File: config.mk
export PLATFORM = sky130hd
export DESIGN_NAME = wb_redirect_unit_flat
export DESIGN_NICKNAME = d
export VERILOG_FILES = /design/src/rtl/wb_redirect_unit_if.sv /design/src/rtl/wb_redirect_unit.sv /design/src/flat_wrapper.sv
export SDC_FILE = /design/constraint.sdc
export NUM_CORES = 1
export LEC_CHECK = 0
export CORE_ASPECT_RATIO = 1.4
export CORE_UTILIZATION = 47
export DETAILED_ROUTE_END_ITERATION = 10
export HOLD_SLACK_MARGIN = 0.02
export PLACE_DENSITY = 0.83
export REMOVE_ABC_BUFFERS = 1
export SLEW_MARGIN = 20
export SYNTH_ARGS = -nofsm -noshare
export SYNTH_HDL_FRONTEND = slang
export SYNTH_SLANG_ARGS = --single-unit
export TNS_END_PERCENT = 50
File: constraint.sdc
create_clock -name clk -period 3.1 [get_ports clk]
set_input_delay 0.62 -clock clk [delete_from_list [all_inputs] [get_ports clk]]
set_output_delay 0.62 -clock clk [all_outputs]
set_load 0.005 [all_outputs]
File: src/rtl/wb_redirect_unit_if.sv
// wb_redirect_unit_if
//   Bundles the EX/WB pipeline-register outputs that feed the write-back /
//   redirect stage, together with that stage's register-file, PC-load,
//   flush and retire-count results.
//   modport master : the pipeline side. It drives the EX/WB beat and observes
//                    the results.
//   modport slave  : the write-back / redirect stage.
interface wb_redirect_unit_if;
    // EX/WB beat
    logic        validIn;
    logic        NIn;
    logic        ZIn;
    logic        memToRegIn;
    logic        RegWrtIn;
    logic        BranchZIn;
    logic        BranchNIn;
    logic        JumpIn;
    logic        JumpMemIn;
    logic [31:0] memOutIn;
    logic [31:0] ALUOutIn;
    logic [5:0]  rdIn;

    // register file / PC / pipeline control
    logic        regWrEn;
    logic [5:0]  regWrAddr;
    logic [31:0] regWrData;
    logic        pcLoad;
    logic [31:0] pcTarget;
    logic        flush;
    logic [31:0] retireCount;

    modport master (
        output validIn, NIn, ZIn, memToRegIn, RegWrtIn, BranchZIn, BranchNIn,
               JumpIn, JumpMemIn, memOutIn, ALUOutIn, rdIn,
        input  regWrEn, regWrAddr, regWrData, pcLoad, pcTarget, flush,
               retireCount
    );

    modport slave (
        input  validIn, NIn, ZIn, memToRegIn, RegWrtIn, BranchZIn, BranchNIn,
               JumpIn, JumpMemIn, memOutIn, ALUOutIn, rdIn,
        output regWrEn, regWrAddr, regWrData, pcLoad, pcTarget, flush,
               retireCount
    );
endinterface

File: src/rtl/wb_redirect_unit.sv
// wb_redirect_unit
//   Write-back and control-redirect stage. Each accepted EX/WB beat becomes a
//   register-file write (ALU result or memory data). Taken branches and jumps
//   also become a PC load. A redirect holds flush high for FLUSH_DEPTH cycles
//   so the wrong-path slots upstream are discarded, and beats that arrive
//   during that window are squashed. Accepted beats are counted.
//   Ports:
//     clk  : clock; all state updates on the rising edge
//     rst  : synchronous, active-high reset
//     bus  : wb_redirect_unit_if.slave (EX/WB beat in; regWr*, pcLoad,
//            pcTarget, flush and retireCount out; all outputs registered)
//
//   state    | meaning
//   ---------+------------------------------------------------------------
//   ST_RUN   | beats are accepted; flush low
//   ST_FLUSH | wrong-path beats are squashed; flush high; flush_cnt counts
//            | the remaining squash cycles down to 1
module wb_redirect_unit #(
    parameter int unsigned FLUSH_DEPTH = 2
) (
    input  logic              clk,
    input  logic              rst,
    wb_redirect_unit_if.slave bus
);

    typedef enum logic [0:0] {
        ST_RUN   = 1'b0,
        ST_FLUSH = 1'b1
    } state_t;

    localparam logic [3:0] DEPTH = 4'(FLUSH_DEPTH);

    state_t      state_q, state_d;
    logic [3:0]  flush_cnt_q, flush_cnt_d;
    logic        accept;
    logic        taken;
    logic [31:0] target;
    logic [31:0] wr_data;

    logic        reg_wr_en;
    logic [5:0]  reg_wr_addr;
    logic [31:0] reg_wr_data;
    logic        pc_load;
    logic [31:0] pc_target;
    logic [31:0] retire_cnt;

    always_ff @(posedge clk) begin
        if (rst) begin
            state_q     <= ST_RUN;
            flush_cnt_q <= 4'd0;
        end else begin
            state_q     <= state_d;
            flush_cnt_q <= flush_cnt_d;
        end
    end

    always_comb begin
        state_d     = state_q;
        flush_cnt_d = flush_cnt_q;
        accept      = 1'b0;
        taken       = bus.JumpIn | bus.JumpMemIn
                    | (bus.BranchZIn & bus.ZIn)
                    | (bus.BranchNIn & bus.NIn);
        // A memory-indirect jump wins over any other concurrent redirect.
        target      = bus.JumpMemIn  ? bus.memOutIn : bus.ALUOutIn;
        wr_data     = bus.memToRegIn ? bus.memOutIn : bus.ALUOutIn;
        case (state_q)
            ST_RUN: begin
                accept = bus.validIn;
                if (bus.validIn && taken) begin
                    state_d     = ST_FLUSH;
                    flush_cnt_d = DEPTH;
                end
            end
            ST_FLUSH: begin
                if (flush_cnt_q == 4'd1) begin
                    state_d     = ST_RUN;
                    flush_cnt_d = 4'd0;
                end else begin
                    flush_cnt_d = flush_cnt_q - 4'd1;
                end
            end
            default: begin
                state_d     = ST_RUN;
                flush_cnt_d = 4'd0;
            end
        endcase
    end

    // Address, data and target hold their last values on idle cycles. Only
    // the two strobes return to zero.
    always_ff @(posedge clk) begin
        if (rst) begin
            reg_wr_en   <= 1'b0;
            reg_wr_addr <= 6'd0;
            reg_wr_data <= 32'd0;
            pc_load     <= 1'b0;
            pc_target   <= 32'd0;
            retire_cnt  <= 32'd0;
        end else begin
            reg_wr_en <= 1'b0;
            pc_load   <= 1'b0;
            if (accept) begin
                // A taken beat still performs its own write (link register).
                reg_wr_en   <= bus.RegWrtIn;
                reg_wr_addr <= bus.rdIn;
                reg_wr_data <= wr_data;
                retire_cnt  <= retire_cnt + 32'd1;
                if (taken) begin
                    pc_load   <= 1'b1;
                    pc_target <= target;
                end
            end
        end
    end

    assign bus.regWrEn     = reg_wr_en;
    assign bus.regWrAddr   = reg_wr_addr;
    assign bus.regWrData   = reg_wr_data;
    assign bus.pcLoad      = pc_load;
    assign bus.pcTarget    = pc_target;
    assign bus.flush       = (state_q == ST_FLUSH);
    assign bus.retireCount = retire_cnt;

endmodule

File: src/flat_wrapper.sv
// flat-port wrapper written by rule: the top's interface ports become plain ports
module wb_redirect_unit_flat 
#(
    parameter int unsigned FLUSH_DEPTH = 2
)
  (clk, rst, bus_validIn, bus_NIn, bus_ZIn, bus_memToRegIn, bus_RegWrtIn, bus_BranchZIn, bus_BranchNIn, bus_JumpIn, bus_JumpMemIn, bus_memOutIn, bus_ALUOutIn, bus_rdIn, bus_regWrEn, bus_regWrAddr, bus_regWrData, bus_pcLoad, bus_pcTarget, bus_flush, bus_retireCount);
  wb_redirect_unit_if bus_i ();
  input  logic clk;
  input  logic rst;
  input wire logic [$bits(bus_i.validIn)-1:0] bus_validIn;
  input wire logic [$bits(bus_i.NIn)-1:0] bus_NIn;
  input wire logic [$bits(bus_i.ZIn)-1:0] bus_ZIn;
  input wire logic [$bits(bus_i.memToRegIn)-1:0] bus_memToRegIn;
  input wire logic [$bits(bus_i.RegWrtIn)-1:0] bus_RegWrtIn;
  input wire logic [$bits(bus_i.BranchZIn)-1:0] bus_BranchZIn;
  input wire logic [$bits(bus_i.BranchNIn)-1:0] bus_BranchNIn;
  input wire logic [$bits(bus_i.JumpIn)-1:0] bus_JumpIn;
  input wire logic [$bits(bus_i.JumpMemIn)-1:0] bus_JumpMemIn;
  input wire logic [$bits(bus_i.memOutIn)-1:0] bus_memOutIn;
  input wire logic [$bits(bus_i.ALUOutIn)-1:0] bus_ALUOutIn;
  input wire logic [$bits(bus_i.rdIn)-1:0] bus_rdIn;
  output wire logic [$bits(bus_i.regWrEn)-1:0] bus_regWrEn;
  output wire logic [$bits(bus_i.regWrAddr)-1:0] bus_regWrAddr;
  output wire logic [$bits(bus_i.regWrData)-1:0] bus_regWrData;
  output wire logic [$bits(bus_i.pcLoad)-1:0] bus_pcLoad;
  output wire logic [$bits(bus_i.pcTarget)-1:0] bus_pcTarget;
  output wire logic [$bits(bus_i.flush)-1:0] bus_flush;
  output wire logic [$bits(bus_i.retireCount)-1:0] bus_retireCount;
  assign bus_i.validIn = bus_validIn;
  assign bus_i.NIn = bus_NIn;
  assign bus_i.ZIn = bus_ZIn;
  assign bus_i.memToRegIn = bus_memToRegIn;
  assign bus_i.RegWrtIn = bus_RegWrtIn;
  assign bus_i.BranchZIn = bus_BranchZIn;
  assign bus_i.BranchNIn = bus_BranchNIn;
  assign bus_i.JumpIn = bus_JumpIn;
  assign bus_i.JumpMemIn = bus_JumpMemIn;
  assign bus_i.memOutIn = bus_memOutIn;
  assign bus_i.ALUOutIn = bus_ALUOutIn;
  assign bus_i.rdIn = bus_rdIn;
  assign bus_regWrEn = bus_i.regWrEn;
  assign bus_regWrAddr = bus_i.regWrAddr;
  assign bus_regWrData = bus_i.regWrData;
  assign bus_pcLoad = bus_i.pcLoad;
  assign bus_pcTarget = bus_i.pcTarget;
  assign bus_flush = bus_i.flush;
  assign bus_retireCount = bus_i.retireCount;
  wb_redirect_unit #(.FLUSH_DEPTH(FLUSH_DEPTH)) u_core (.clk(clk), .rst(rst), .bus(bus_i));
endmodule
After elaboration in Yosys (flattened, before gate mapping)
Cells that the tools add are included.
{ "classes": {"addsub": 2, "n_eq_ne": 2, "n_mux": 10, "bitwise": 7, "reduce_logical": 3} }
{ "ops": {"columns": ["op", "n"], "rows": [
  ["32-bit two-way mux", 2],
  ["32-bit by 1-bit adder with 32-bit output (second input constant)", 1],
  ["4-bit two-way mux", 2],
  ["4-bit case mux with 2 select lines", 1],
  ["4-bit by 1-bit equality test with 1-bit output (second input constant)", 1],
  ["1-bit two-way mux", 4],
  ["4-bit by 1-bit subtractor with 4-bit output (second input constant)", 1],
  ["1-bit OR", 3],
  ["1-bit AND", 2],
  ["2-bit by 1-bit inequality test with 1-bit output (second input constant)", 1],
  ["1-bit NOT", 2],
  ["1-bit case mux with 2 select lines", 1],
  ["2-bit AND reduction", 1],
  ["2-bit OR reduction", 1],
  ["1-bit logical AND", 1]
]} }
{ "word_totals": {"ff_bits": 109, "in_bits": 81, "word_cells": 32} }

Depth between registers and ports, before layout
{ "logic_depth": {"depth_word": 6, "depth_mapped": 7, "ltp_nobuf": 6} }

Least setup slack after synthesis
No wires, ideal clock.
{ "synth_timing": {"path_kind": "input port to flip-flop", "start": "input bus_validIn", "end": "register u_core.retire_cnt[28] (netlist: u_core.bus.retireCount[28])", "t_arrival_ns": 1.757, "required_ns": 3.030, "path_slack_ns": 1.273, "stages": 6, "path_cell_list": "and3b_1 > buf_4 > nand4_2 > buf_6 > or4_1 > a21oi_1"} }
{ "synth_between": {"elab_chain_cells": 1} }
{ "synth_rtl": {"columns": ["item", "line", "source"], "rows": [
  ["start, declared", "flat_wrapper.sv:10", "input wire logic [$bits(bus_i.validIn)-1:0] bus_validIn;"],
  ["1-bit two-way mux", "wb_redirect_unit.sv:67", "case (state_q)"],
  ["end signal, assigned", "wb_redirect_unit.sv:108", "retire_cnt <= retire_cnt + 32'd1;"],
  ["end, declared", "wb_redirect_unit.sv:45", "logic [31:0] retire_cnt;"]
]} }
No other way between the ends.
A chain may end at the register's enable or synchronous reset.

Worst setup path in the final report
{ "layout_timing": {"start": "input bus_validIn", "end": "register u_core.retire_cnt[31] (netlist: u_core.bus.retireCount[31])"} }
The elaborated chain is that of the path after synthesis.

==> flow_summary.ini <==
[sta]
relSlewSlack_pct = 29.9
min_period_over_period_pct = 75.9
setup_viol = 0
fmax_mhz = 425
fin_skew_ns = 0.00641
timing.hold.ws_ns = 0.466
worst_pin_slew_ns = 1.05
finalCriticalPeriod_ns = 2.35
final-hold-violation-count = 0
grt_setup_unrepaired = no
final.setup.worst_slack_ns = 0.748
drv_slew = 0

[die]
io_pins = 186
start_util_pct = 48.6
core_um2 = 9950
fp-row-count = 43
fp.dieArea_um2 = 10700
die_w_um = 87.7
fp.dieH_um = 122

[setup_path]
critical_path.max_stage_delay_ns = 0.61
crit_chain = clkdlybuf4s50_1 -> nand4b_1 -> nand4b_4 -> nor4_1 -> mux2_2
slowest_stage = clkdlybuf4s50_1
required_ns = 3.33
path_max_fanout = 18
worstSetupEndpointType = register
worstSetupPathType = in2reg
cp.arrival_ns = 2.58
regToRegSetupSlack_ns = 1.09
start_kind = primary input

[grt]
first_global_vias = 4463
grt_max_degree = 75
overflow = 0
grt_usage_pct = 25.4
grt_pass1_wl_um = 21400
antenna_found_initial = 1

[clock_tree]
cts_tree = yes
cts.path.max_buffers = 2
numCtsBuffers = 9
cts_sinks = 109
post_cts_buffers = 0
clk_latency_ns = 0.34
htree_levels = 3
root_buffer = clkbuf_16
ctsHoldBuffers = 0
cts_resized = 0
clkTransAtPathRegs_ns = 0.07

[detailed_routing]
finalWirelength_um = 13200
drc = 0
vias = 4519
ant_nets = 0
post_drt_wl_per_cell_um = 16.0
viasPerCell = 5.47
dr.pass1.iters = 4
drt_iter0_drc = 151

[outcome]
status = finished clean

[layout]
fin_nets = 770
multi_input_area_um2 = 2450
fill_cells = 740
syn_to_final_growth_pct = 46.5
regArea_um2 = 2180
antenna_cells = 0
drive_above_1_share_pct = 4.34

[placement]
portBuffers = 185
gp_congestion = 0.863
dp_slack_ns = 0.389
dp_hpwl_um = 9390

[logic_synthesis]
synth_warnings = 0
synth.top_cell.area_share_pct = 45.1
synth_area_um2 = 4830
synth-edff-count = 0
ys_ff_latch = 109
avgSynthCellArea_um2 = 9.19
async_flop_share_pct = 0
yosysSeqAreaShare_pct = 45.1
yosys-top-cells-area = dfxtp_1, mux2i_1, a211oi_1, nor2_1, a21oi_1
synth_flop_cell = dfxtp_1
postSynthCellCount = 526
yosysTopAreaCell = dfxtp_1
synth_cell_types = 39

[run]
max_cap_viol_count = 0

[power_and_ir_drop]
peakVddDrop_mv = 0.325
p_per_area_nw_per_um2 = 482
p_leak_nw = 2.64

[worst_hold_path]
hold_path_class = reg2reg
-- registers in the layout, summed over array words and instances, names as in the netlist --
| register | cells |
|---|---|
| u_core.bus.retireCount | 32 |
| u_core.bus.regWrEn | 1 |
| u_core.bus.flush | 1 |
| u_core.flush_cnt_q | 4 |
| u_core.bus.pcLoad | 1 |
| u_core.bus.pcTarget | 32 |
| u_core.bus.regWrData | 32 |
| u_core.bus.regWrAddr | 6 |
-- area by class of cell --
type                            count  share of cell area (%)
Multi-Input combinational cell    366                    34.6
Clock buffer                       10                    3.38
Sequential cell                   109                    30.8
Tap cell                          135                    2.39
Timing Repair Buffer              190                    27.0
Inverter                           10                   0.530
Clock inverter                      6                    1.22
-- worst paths after layout --
path | start | to | cells past startpoint
setup / recovery | bus_validIn | u_core.bus.retireCount[31]$_SDFFE_PP0N_ | 5
hold / removal | u_core.bus.regWrAddr[1]$_SDFFE_PP0N_ | u_core.bus.regWrAddr[1]$_SDFFE_PP0N_ | 2
setup reg to reg | u_core.bus.flush$_SDFF_PP0_ | u_core.bus.retireCount[31]$_SDFFE_PP0N_ | 4
hold reg to reg | u_core.bus.regWrAddr[1]$_SDFFE_PP0N_ | u_core.bus.regWrAddr[1]$_SDFFE_PP0N_ | 2
-- layout by cell type (no fill, tap or decap), drive strengths merged, types with 3 or more instances in the layout --
master and instances:
a211oi 64, a21oi 28, and3 3, and4 5, buf 8, clkbuf 10, clkdlybuf4s50 182, clkinv 3
dfxtp 109, ha 3, inv 10, mux2i 64, nand2 26, nand3 10, nand4 12, nor2 80
nor3 3, o21ai 6, o31ai 14, or3 5, or4 13, xnor2 6, xor2 6
-- kinds of logic after synthesis --
kind of cell	Yosys count	synth area share, %
simple gates	168	17.2
compound gates	118	16.8
flops	109	45.1
mux	65	13.5
buf+inv	51	4.45
xor+xnor	12	2.17
fa+ha+maj	3	0.777
-- report_power, final --
group / internal, mW / total, mW / switching [mW] / leakage [nW]
registers: 1.50 / 1.55 / 0.0584 / 0.896
logic: 0.356 / 0.614 / 0.258 / 1.59
clock network: 0.729 / 1.25 / 0.517 / 0.158
total: 2.58 / 3.41 / 0.833 / 2.64
-- critical path: cells and delay by family --
family                 cells  cell delay, ns
AND/OR/NAND/NOR            3            0.98
buffers and inverters      1            0.61
multiplexers               1            0.38
-- per-stage QoR --
stage | total power, mW | instances | cell area (um2) | setup TNS [ns] | util, %
detailed placement | 2.20 | 810 | 6760 | 0 | 67.9
finish | 3.41 | 826 | 7080 | 0 | 71.1
floorplan | 1.81 | 485 | 4660 | -15.78 | -
global route | 3.56 | 826 | 7080 | 0 | 71.1
CTS | 3.44 | 826 | 7080 | 0 | 71.1
global placement | 2.18 | 810 | 6760 | 0 | 67.9
-- synth_stat cells, types with 2 or more instances --
library cell and number:
a211o_1 2, a211oi_1 64, a21oi_1 28, and3_1 3
and4_1 5, buf_1 5, buf_2 10, clkbuf_1 24
dfxtp_1 109, ha_1 3, inv_1 10, mux2i_1 64
nand2_1 26, nand2b_1 2, nand3_1 10, nand4_1 11
nor2_1 80, nor2b_1 2, nor3_1 3, nor4_1 2
o21ai_0 6, o31ai_1 14, or3_1 5, or4_1 13
xnor2_1 6, xor2_1 6
-- routing by layer --
metal  vias to the layer above  share of wire (%)  track usage (%)
met5                         -              0.098                0
met4                         2                2.2             9.32
met3                        24                7.0             8.81
met2                       152                 53             44.6
met1                      2092                 38             27.6
li1                       2249                  -                -
(Power assumes the default switching activity.)
